$ cat src/rtl/mem_map_rst_ctrl.sv
// Memory-mapped reset controller: per-channel level HOLD plus timed PULSE resets, output is their OR.
// Latency: a register write changes rst_n_out on its accepting edge; no wait states, never backpressures.
module mem_map_rst_ctrl #(
    parameter int                CH_NUM   = 4,
    parameter int                CNT_W    = 16,
    parameter logic [CH_NUM-1:0] HOLD_RST = '1
) (
    input  logic              clk,
    input  logic              rst,
    input  logic [1:0]        address,
    input  logic [31:0]       writedata,
    output logic [31:0]       readdata,
    input  logic              write,
    input  logic              chipselect,
    output logic [CH_NUM-1:0] rst_n_out
);

    typedef enum logic {
        IDLE  = 1'b0,
        PULSE = 1'b1
    } state_t;

    state_t             state     [CH_NUM];
    state_t             state_nxt [CH_NUM];
    logic [CNT_W-1:0]   cnt       [CH_NUM];
    logic [CNT_W-1:0]   cnt_nxt   [CH_NUM];
    logic [CH_NUM-1:0]  hold;
    logic [CH_NUM-1:0]  hold_nxt;
    logic [CH_NUM-1:0]  busy;
    logic [CH_NUM-1:0]  busy_nxt;
    logic [CNT_W-1:0]   len;
    logic [CNT_W-1:0]   len_nxt;
    logic [CNT_W-1:0]   len_eff;
    logic               wr_en;
    logic               unused_wdata;

    assign wr_en        = chipselect && write;
    assign unused_wdata = &{1'b0, writedata};

    always_comb begin
        hold_nxt = hold;
        len_nxt  = len;
        if (wr_en && address == 2'd0) hold_nxt = writedata[CH_NUM-1:0];
        if (wr_en && address == 2'd2) len_nxt  = writedata[CNT_W-1:0];
    end

    // A programmed length of zero behaves as a single-cycle pulse.
    assign len_eff = (len == '0) ? CNT_W'(1) : len;

    // Trigger wins over expiry; trigger and abort live at different addresses so never collide.
    always_comb begin
        for (int i = 0; i < CH_NUM; i++) begin
            state_nxt[i] = state[i];
            cnt_nxt[i]   = cnt[i];
            if (wr_en && address == 2'd1 && writedata[i]) begin
                state_nxt[i] = PULSE;
                cnt_nxt[i]   = len_eff;
            end else if (wr_en && address == 2'd3 && writedata[i]) begin
                state_nxt[i] = IDLE;
                cnt_nxt[i]   = '0;
            end else if (state[i] == PULSE) begin
                if (cnt[i] == CNT_W'(1)) state_nxt[i] = IDLE;
                cnt_nxt[i] = cnt[i] - CNT_W'(1);
            end
            busy_nxt[i] = (state_nxt[i] == PULSE);
            busy[i]     = (state[i] == PULSE);
        end
    end

    always_ff @(posedge clk) begin
        if (rst) begin
            hold      <= HOLD_RST;
            len       <= CNT_W'(1);
            rst_n_out <= ~HOLD_RST;
            for (int i = 0; i < CH_NUM; i++) begin
                state[i] <= IDLE;
                cnt[i]   <= '0;
            end
        end else begin
            hold      <= hold_nxt;
            len       <= len_nxt;
            rst_n_out <= ~(hold_nxt | busy_nxt);
            for (int i = 0; i < CH_NUM; i++) begin
                state[i] <= state_nxt[i];
                cnt[i]   <= cnt_nxt[i];
            end
        end
    end

    always_comb begin
        readdata = '0;
        case (address)
            2'd0:    readdata[CH_NUM-1:0] = hold;
            2'd1:    readdata[CH_NUM-1:0] = busy;
            2'd2:    readdata[CNT_W-1:0]  = len;
            default: readdata[CH_NUM-1:0] = ~rst_n_out;
        endcase
    end

endmodule

$ cat config.mk
export PLATFORM = sky130hd
export DESIGN_NAME = mem_map_rst_ctrl
export DESIGN_NICKNAME = d
export VERILOG_FILES = /design/src/rtl/mem_map_rst_ctrl.sv
export SDC_FILE = /design/constraint.sdc
export NUM_CORES = 1
export LEC_CHECK = 0
export CAP_MARGIN = 15
export CORE_MARGIN = 2
export CORE_UTILIZATION = 40
export DETAILED_ROUTE_END_ITERATION = 10
export SLEW_MARGIN = 15
export SYNTH_ARGS = -nofsm -noshare
export SYNTH_HDL_FRONTEND = slang
export SYNTH_SLANG_ARGS = --single-unit
export TNS_END_PERCENT = 30
$ cat constraint.sdc
create_clock -name clk -period 3.4 [get_ports clk]
set_input_delay 0.68 -clock clk [delete_from_list [all_inputs] [get_ports clk]]
set_output_delay 0.68 -clock clk [all_outputs]
set_load 0.005 [all_outputs]
# Word-level counts from Yosys, hierarchy flattened
# Memories as Yosys holds them, arrays and structs flattened.
# Cells that the tools add are included.
[classes]
bitwise = 11
add_sub_neg = 4
n_eq_ne = 7
n_reduce_logical = 15
n_mux = 43
[ops]
columns = ["cell", "count"]
rows = [
  ["16-bit 2-to-1 mux", 17],
  ["16-bit by 1-bit equality test with 1-bit output, second input constant", 4],
  ["16-bit by 1-bit subtractor with 16-bit output, second input constant", 4],
  ["1-bit 2-to-1 mux", 23],
  ["16-bit zero test", 1],
  ["1-bit logical AND", 13],
  ["12-bit 2-to-1 mux", 1],
  ["4-bit one-hot mux with 3 select lines", 1],
  ["4-bit inverter", 2],
  ["1-bit bitwise OR", 8],
  ["2-bit equality test, second input constant", 2],
  ["4-bit 2-to-1 mux", 1],
  ["4-bit bitwise OR", 1],
  ["2-bit by 1-bit equality test with 1-bit output, second input constant", 1],
  ["2-bit zero test", 1],
]
[word_totals]
regBits = 24
mem_count = 2
inputBits = 38
mem_bits_rw = 68
out_inout_bits = 36
wordCells = 85
[mem_list]
columns = ["name", "depth", "width", "rd", "rd_clocked_by_memory_dff", "wr", "line", "text"]
rows = [
  ["cnt", 4, 16, 4, 0, 4, "25", "logic [CNT_W-1:0] cnt [CH_NUM];"],
  ["state", 4, 1, 4, 0, 4, "23", "state_t state [CH_NUM];"],
]

# Logic depth before layout (Yosys ltp)
# Gate-level depths: netlist of the first run.
# An unclocked memory read counts as a cell.
[logic_depth]
ltp_word = 8
ltp_mapped = 7
mapped_depth_nobuf = 7

# Worst setup path before layout of the first run
# Ideal clock, no wire load.
[synth_path]
kind = "input -> output"
startpoint = "input port address[1]"
endpoint = "output port readdata[10]"
slack_ns = 1.279
path_stages = 4
t_required_ns = 2.720
t_arrival_ns = 1.441
n_path_buf = 2
cell_sequence = "buf_2 nor2b_1 clkbuf_1 and2_1"
[synth_between]
elab_chain_len = 2
[synth_rtl]
columns = ["element", "line", "text"]
rows = [
  ["start, declared", "10", "input logic [1:0] address,"],
  ["2-bit equality test", "92", "case (address)"],
  ["12-bit 2-to-1 mux", "92", ""],
  ["end, declared", "12", "output logic [31:0] readdata,"],
]
# No other way between the ends.

# Worst setup path in the final report of the first run
[layout_path]
startpoint = "input port address[0]"
endpoint = "output port readdata[0]"
[layout_between]
elab_chain_len = 2
word_cells_on_any_way = 4
classes_between = "eq/ne: 2; mux: 1; reduce/logical: 1"
[layout_rtl]
columns = ["element", "line"]
rows = [
  ["2-bit equality test, or another cell as far along", "92"],
  ["4-bit one-hot mux with 3 select lines (*)", "92"],
]
# Every way passes the cells marked *; elsewhere a longest branch is shown, timed or not.

==> summary.txt, run 1 <==
Critical Path Max Stage Delay: 520 ps
Gr ovfl total: 0
WL met1: 7160 um
Top cell type's share of synthesized area: 35.4%
Setup violators final: 0
Pleak: 2.24 nW
CP Max Fanout: 8
Iteration-0 DRC Markers: 584
Final hold violations: 0
DP HPWL: 11000 um
Mapped Area: 5200 um2
Die Ht: 118 um
Clock Sinks: 92
Antenna cells: 0
Wire per inst: 18.4 um
Post-DRT Antenna Nets: 0
Post-place setup slack: 357 ps
Initial core utilization: 41.0%
GRT Overall Usage: 23.5%
Clock Tree Buf Depth: 2
CP Cell Sequence: clkdlybuf4s50_1 -> buf_4 -> mux4_2 -> clkdlybuf4s50_1
Via/cell ratio: 5.97
Tmin final: 3050 ps
Setup Crit Path Kind: in2out
Hold Crit Class: reg2reg
Cells after Synth: 665
Setup TNS: 0 ps
Hold_buf cts: 0
Element type at the critical path start: input port
Critical path's top delay family: buffers and inverters
Vias: 5208
Root buf cell: clkbuf_16
Synth Warn #: 0
Most common cell on crit path: clkdlybuf4s50_1
Max Clock Freq: 328 MHz
Worst slew pin tran: 788 ps
Critical Path RT: 2720 ps
Unique masters post-synth: 66
Storage element area: 1840 um2
Max layer used: met4
Hold WS: 478 ps
Top FF cell, synth: dfxtp_1
Power Density: 448 nW/um2
FF+latch count, synth: 92
Vias in the first global route: 4819
Residual DRC count: 0
Layout Nets: 741
Maximum vdd ir drop: 237 uV
Die width: 118 um
Multi-input logic area: 3060 um2
Slew Viols, Final: 0
Final GP Congestion: 0.857
Slew HR: 47.5%
Max-cap violations: 0
Synth area leader: dfxtp_1
Tcrit/Tclk final: 89.7%
Met2 routed WL: 7550 um
Worst Skew: 10.1 ps
Skew-Pair Late Insertion Delay: 350 ps
Max stage delay cell, worst path: mux4_2
Filler instances: 1259
Syn_area_per_cell: 7.81 um2
First-pass GRT wire length: 26000 um
RSZ-0062 raised after global routing: no
# IOs: 74
CP Capture Type: primary output
Clock H-tree levels: 3
Post-Route WL: 16000 um
CTS Buf Count: 9
Buffers and inverters on the worst path: 3
Largest cells by area after synthesis: dfxtp_1 (35%), a21oi_1 (6.5%), nand2_1 (6.4%), nor2_1 (4.3%), nor3_1 (3.9%)
Worst Path Arrival: 2370 ps
Die area: 13900 um2
Initial antenna violation count: 0
Largest net degree at the start of global routing: 71
Clk slew on worst S/H paths: 70 ps
Status: finished, final reports clean
DR WL met3: 1100 um
Post-cts sizing count: 0
DR pass1 iterations: 5
Post-CTS Setup Repair Bufs: 0
Fraction of the yosys area taken by sequential cells: 35.4%
Area growth from synthesis to layout: 16.3%
Post-synth EDFFs: 0
Number of cell rows: 41
Worst setup margin: 350 ps
IO Port Bufs: 41
Share of cells above drive strength 1: 6.71%
FFs w/ async S/R, synth: 0%
CTS tree: yes
Core area: 12700 um2
==> worst reg2reg max path: cells and delay by family (launching register included) <==
family	cells	cell delay, ps
compound gates	2	190
flops	1	350
simple gates	3	1380
==> sequential cells by signal, summed over array words and instances, names as in the netlist <==
register / cells
cnt: 64
rst_n_out: 4
len: 16
hold: 4
state: 4
==> synthesized netlist by cell type (all sizes together), types with 7 or more instances <==
| cell | n |
|---|---|
| xor2 | 11 |
| o21ai | 15 |
| nand2 | 89 |
| inv | 18 |
| a211oi | 12 |
| ha | 8 |
| nand4 | 9 |
| dfxtp | 92 |
| nor4 | 14 |
| clkbuf | 32 |
| nor2 | 60 |
| or3 | 7 |
| a21o | 10 |
| buf | 22 |
| a22o | 8 |
| a31oi | 15 |
| and2 | 14 |
| nand3 | 17 |
| a21oi | 68 |
| nor3 | 42 |
| mux2i | 7 |
==> path summary, 6_finish.rpt <==
| kind | to | slack, ps | from | cells past startpoint |
|---|---|---|---|---|
| worst min register to register | cnt[1][14]$_SDFFE_PP0P_ | 480 | cnt[1][14]$_SDFFE_PP0P_ | 2 |
| worst max-delay path | readdata[0] | 350 | address[0] | 4 |
| worst min-delay path | cnt[1][14]$_SDFFE_PP0P_ | 480 | cnt[1][14]$_SDFFE_PP0P_ | 2 |
| worst max register to register | cnt[2][15]$_SDFFE_PP0P_ | 1400 | cnt[2][3]$_SDFFE_PP0P_ | 5 |
==> layout by cell type (no fill, tap or decap), types with 11 or more instances in the layout <==
master           Yosys  final
a211oi_1            12     12
o21ai_0             11     11
a21oi_1             68     68
nor4_1              11     11
nand3_1             17     17
conb_1               1     16
nor3_1              41     41
a31oi_1             15     15
buf_4               16     17
nand2_1             89     89
and2_1              14     14
clkdlybuf4s50_1      0     40
nor2_1              60     60
xor2_1              11     11
dfxtp_1             92     92
inv_1               18     18
==> where the power goes <==
part           leakage (nW)  internal (mW)  switching (mW)
clock network         0.149          0.645           0.432
registers             0.746           1.12          0.0553
logic                  1.34          0.198           0.259
total                  2.24           1.96           0.746
==> stage by stage <==
stage          area (um2)  cells  total power [mW]  utilization (%)
2_1_floorplan        5250    680              1.52                -
3_3_place_gp         5720    856              1.64             45.2
3_5_place_dp         5720    856              1.65             45.2
4_1_cts              6040    872              2.72             47.7
5_1_grt              6040    872              2.83             47.7
6_report             6040    872              2.71             47.7
==> metal layers <==
| layer | vias up | track usage, % |
|---|---|---|
| li1 | 2472 | - |
| met1 | 2502 | 31.9 |
| met2 | 210 | 37.8 |
| met3 | 24 | 4.46 |
| met4 | 0 | 6.85 |
| met5 | - | 0 |
==> final cells by class <==
cell class	instances	area share [%]
clock buffer	10	3.79
timing repair buffer	58	8.82
clock inverter	6	1.47
sequential	92	30.5
tap	172	3.56
multi-input combinational	515	50.7
inverter	19	1.18
==> cells by family (layout without fill, tap and decap cells) <==
logic type,after synthesis,count (layout),synth area share [%]
fa+ha+maj,8,8,1.93
flops,92,92,35.4
xor+xnor,16,16,2.70
compound gates,182,182,23.3
other cells,1,16,0.0722
buf+inv,73,93,6.72
simple gates,282,282,26.8
mux,11,11,3.08
Power figures use the tool's default switching activity.
==> run 2: changes to the inputs <==
--- a/config.mk
+++ b/config.mk
@@ -9,6 +9,7 @@
 export CORE_MARGIN = 2
 export CORE_UTILIZATION = 40
 export DETAILED_ROUTE_END_ITERATION = 10
+export GPL_ROUTABILITY_DRIVEN = 1
 export SLEW_MARGIN = 15
 export SYNTH_ARGS = -nofsm -noshare
 export SYNTH_HDL_FRONTEND = slang
==> results of run 2 <==
No change in the layout: final DEF, timing and power equal those of run 1.
==> patch: new RTL, config.mk and constraints of run 2 <==
Make the reset (`rst`) asynchronous in one clocked block.
--- a/src/rtl/mem_map_rst_ctrl.sv
+++ b/src/rtl/mem_map_rst_ctrl.sv
@@ -67,7 +67,7 @@
         end
     end
 
-    always_ff @(posedge clk) begin
+    always_ff @(posedge clk or posedge rst) begin
         if (rst) begin
             hold      <= HOLD_RST;
             len       <= CNT_W'(1);
Behaviour: differs if rst is asserted again (counterexample within 4 cycles, from zero or initial values and one cycle with rst high); with rst held inactive, the same outputs for 4 cycles.
==> patch against run 2 <==
Wire length increased by 13%; utilization fell by 0.73 points; cell count up 1.9%; worst setup slack got worse by 0.20 ns; area after synthesis rose by 14%; final area grew 13%; sequential cell count unchanged; largest cell class unchanged.
Power is not compared: it rests on default switching activity, and its combinational part moved more than twofold at a synthesized area within 25%.
==> patch: results (changes against run 2) <==
.. list-table::
   :header-rows: 1

   * - Metric
     - Value
   * - Cell depth of the worst flop-to-flop path
     - 6 (+1)
   * - Setup WS pre-CTS
     - 0.1872 ns (-0.1699 ns)
   * - Leading post-synthesis cells by cell area
     - sky130_fd_sc_hd__dfrtp_1, sky130_fd_sc_hd__nor2_1, sky130_fd_sc_hd__mux2_2, sky130_fd_sc_hd__a21oi_1, sky130_fd_sc_hd__nand3_1
   * - Proportion of layout cells with a drive suffix above 1
     - 14.04% (+7.3 points)
   * - Slew @ Worst Pin
     - 0.8220 ns (+0.03446 ns)
   * - Synthesized-area fraction occupied by ao, oa, aoi and oai cells
     - 18.73% (-4.6 points)
   * - All-Layer GR Usage
     - 23.35% (-0.11 points)
   * - Run status
     - finished clean
   * - End of the worst hold path
     - cnt[62]
   * - Global-route wire length before repair
     - 29530 µm (+13%)
   * - Half-perimeter wire length of the detailed placement result
     - 12420 µm (+13%)
   * - Detail-routed net length per standard cell
     - 20.47 µm (+11%)
   * - Number of global-route vias before repair
     - 5356 (+11%)
   * - Final net count
     - 746 (+0.67%)
   * - Setup slack, reg-to-reg
     - 1.20 ns (-0.20 ns)
   * - Proportion of synthesized chip area in sequential cells
     - 38.83% (+3.4 points)
   * - Synthesized instance count
     - 668 (+0.45%)
   * - Count of vias placed by the detailed router
     - 5543 (+6.4%)
   * - Final-layout worst hold slack
     - 0.5442 ns (+0.06581 ns)
   * - Critical path's largest stage delay
     - 0.65 ns (+0.13 ns)
   * - Arrival time worst endpoint
     - 2.57 ns (+0.20 ns)
   * - Share of the synthesized netlist area taken by xor and xnor gates
     - 0.8840% (-1.8 points)
   * - Placer congestion estimate
     - 0.8694 (+1.4%)
   * - Launch point of the worst hold path
     - cnt[62]
   * - Number of different library cells in the post-synthesis netlist
     - 70 (+6.1%)
   * - Worst R2R Start
     - cnt[32]
   * - GR Layer Usage met2
     - 36.78% (-1.0 points)
   * - Slowest-stage cell, CP
     - sky130_fd_sc_hd__clkdlybuf4s50_1
   * - Clock skew after layout
     - 0.01033 ns (+0.0002566 ns)
   * - Mux contribution to synthesized area
     - 5.473% (+2.4 points)
   * - Cell Count Post-Placement
     - 873 (+2.0%)
   * - Number of cells traversed by the worst hold path
     - 1 (-1)
-- patch: cell types whose count changed in the layout (fill, tap and decap cells not counted), sizes merged, moves of 8 or more --
cell,delta
a31oi,-9
nor3,-22
nand3,+23
a21oi,-27
or2,+8
nand2,-39
dfrtp,+87
dfxtp,-92
o22ai,+9
nor2,+8
mux2,+20
a22o,-8
-- patch: how the worst max path moves through the flow --
stage,cells past startpoint,to,slack (ns),from
floorplan,1,busy[0],0.34,rst
global placement,4,readdata[5],0.21,address[0]
detailed placement,4,readdata[15],0.19,address[0]
CTS,4,readdata[15],0.18,address[0]
global route,4,readdata[13],0.07,address[0]
finish,4,readdata[15],0.15,address[0]
-- patch: logic make-up (layout without fill, tap and decap cells) --
| group | count (synthesis) | in the layout |
|---|---|---|
| and+or+nand+nor | 299 | 299 |
| AOI/OAI and AO/OA | 160 | 160 |
| DFF | 92 | 92 |
| buffers and inverters | 77 | 99 |
| muxes | 25 | 25 |
| adders and majority gates | 8 | 8 |
| xor gates and xnor gates | 6 | 6 |
| other | 1 | 16 |
-- patch: layout make-up --
| type | instances | area share [%] |
|---|---|---|
| clock buffer | 10 | 3.503 |
| clock inverter | 6 | 0.9353 |
| inverter | 17 | 0.9719 |
| multi-input combinational | 514 | 48.43 |
| sequential | 92 | 33.83 |
| tap | 184 | 3.374 |
| timing repair buffer | 66 | 8.949 |
-- patch: metal layers --
metal	share of wire, %	vias to the layer above
met5	0	-
met4	2.3	0
met3	6.8	24
met2	46	231
met1	45	2752
li1	-	2536
-- patch: power by group through the flow --
stage	Combinational [mW]	Clock [mW]	Sequential [mW]
floorplan	1.78	0	1.88
global placement	2.16	0	2.12
detailed placement	2.21	0	2.14
CTS	2.22	1.07	2.12
global route	2.48	1.12	2.21
finish	2.24	1.06	2.14
-- patch: metrics by stage --
step	power, mW	instance area, µm²
finish	5.441	6823
global route	5.814	6823
CTS	5.417	6823
detailed placement	4.351	6520
global placement	4.277	6520
floorplan	3.656	6001
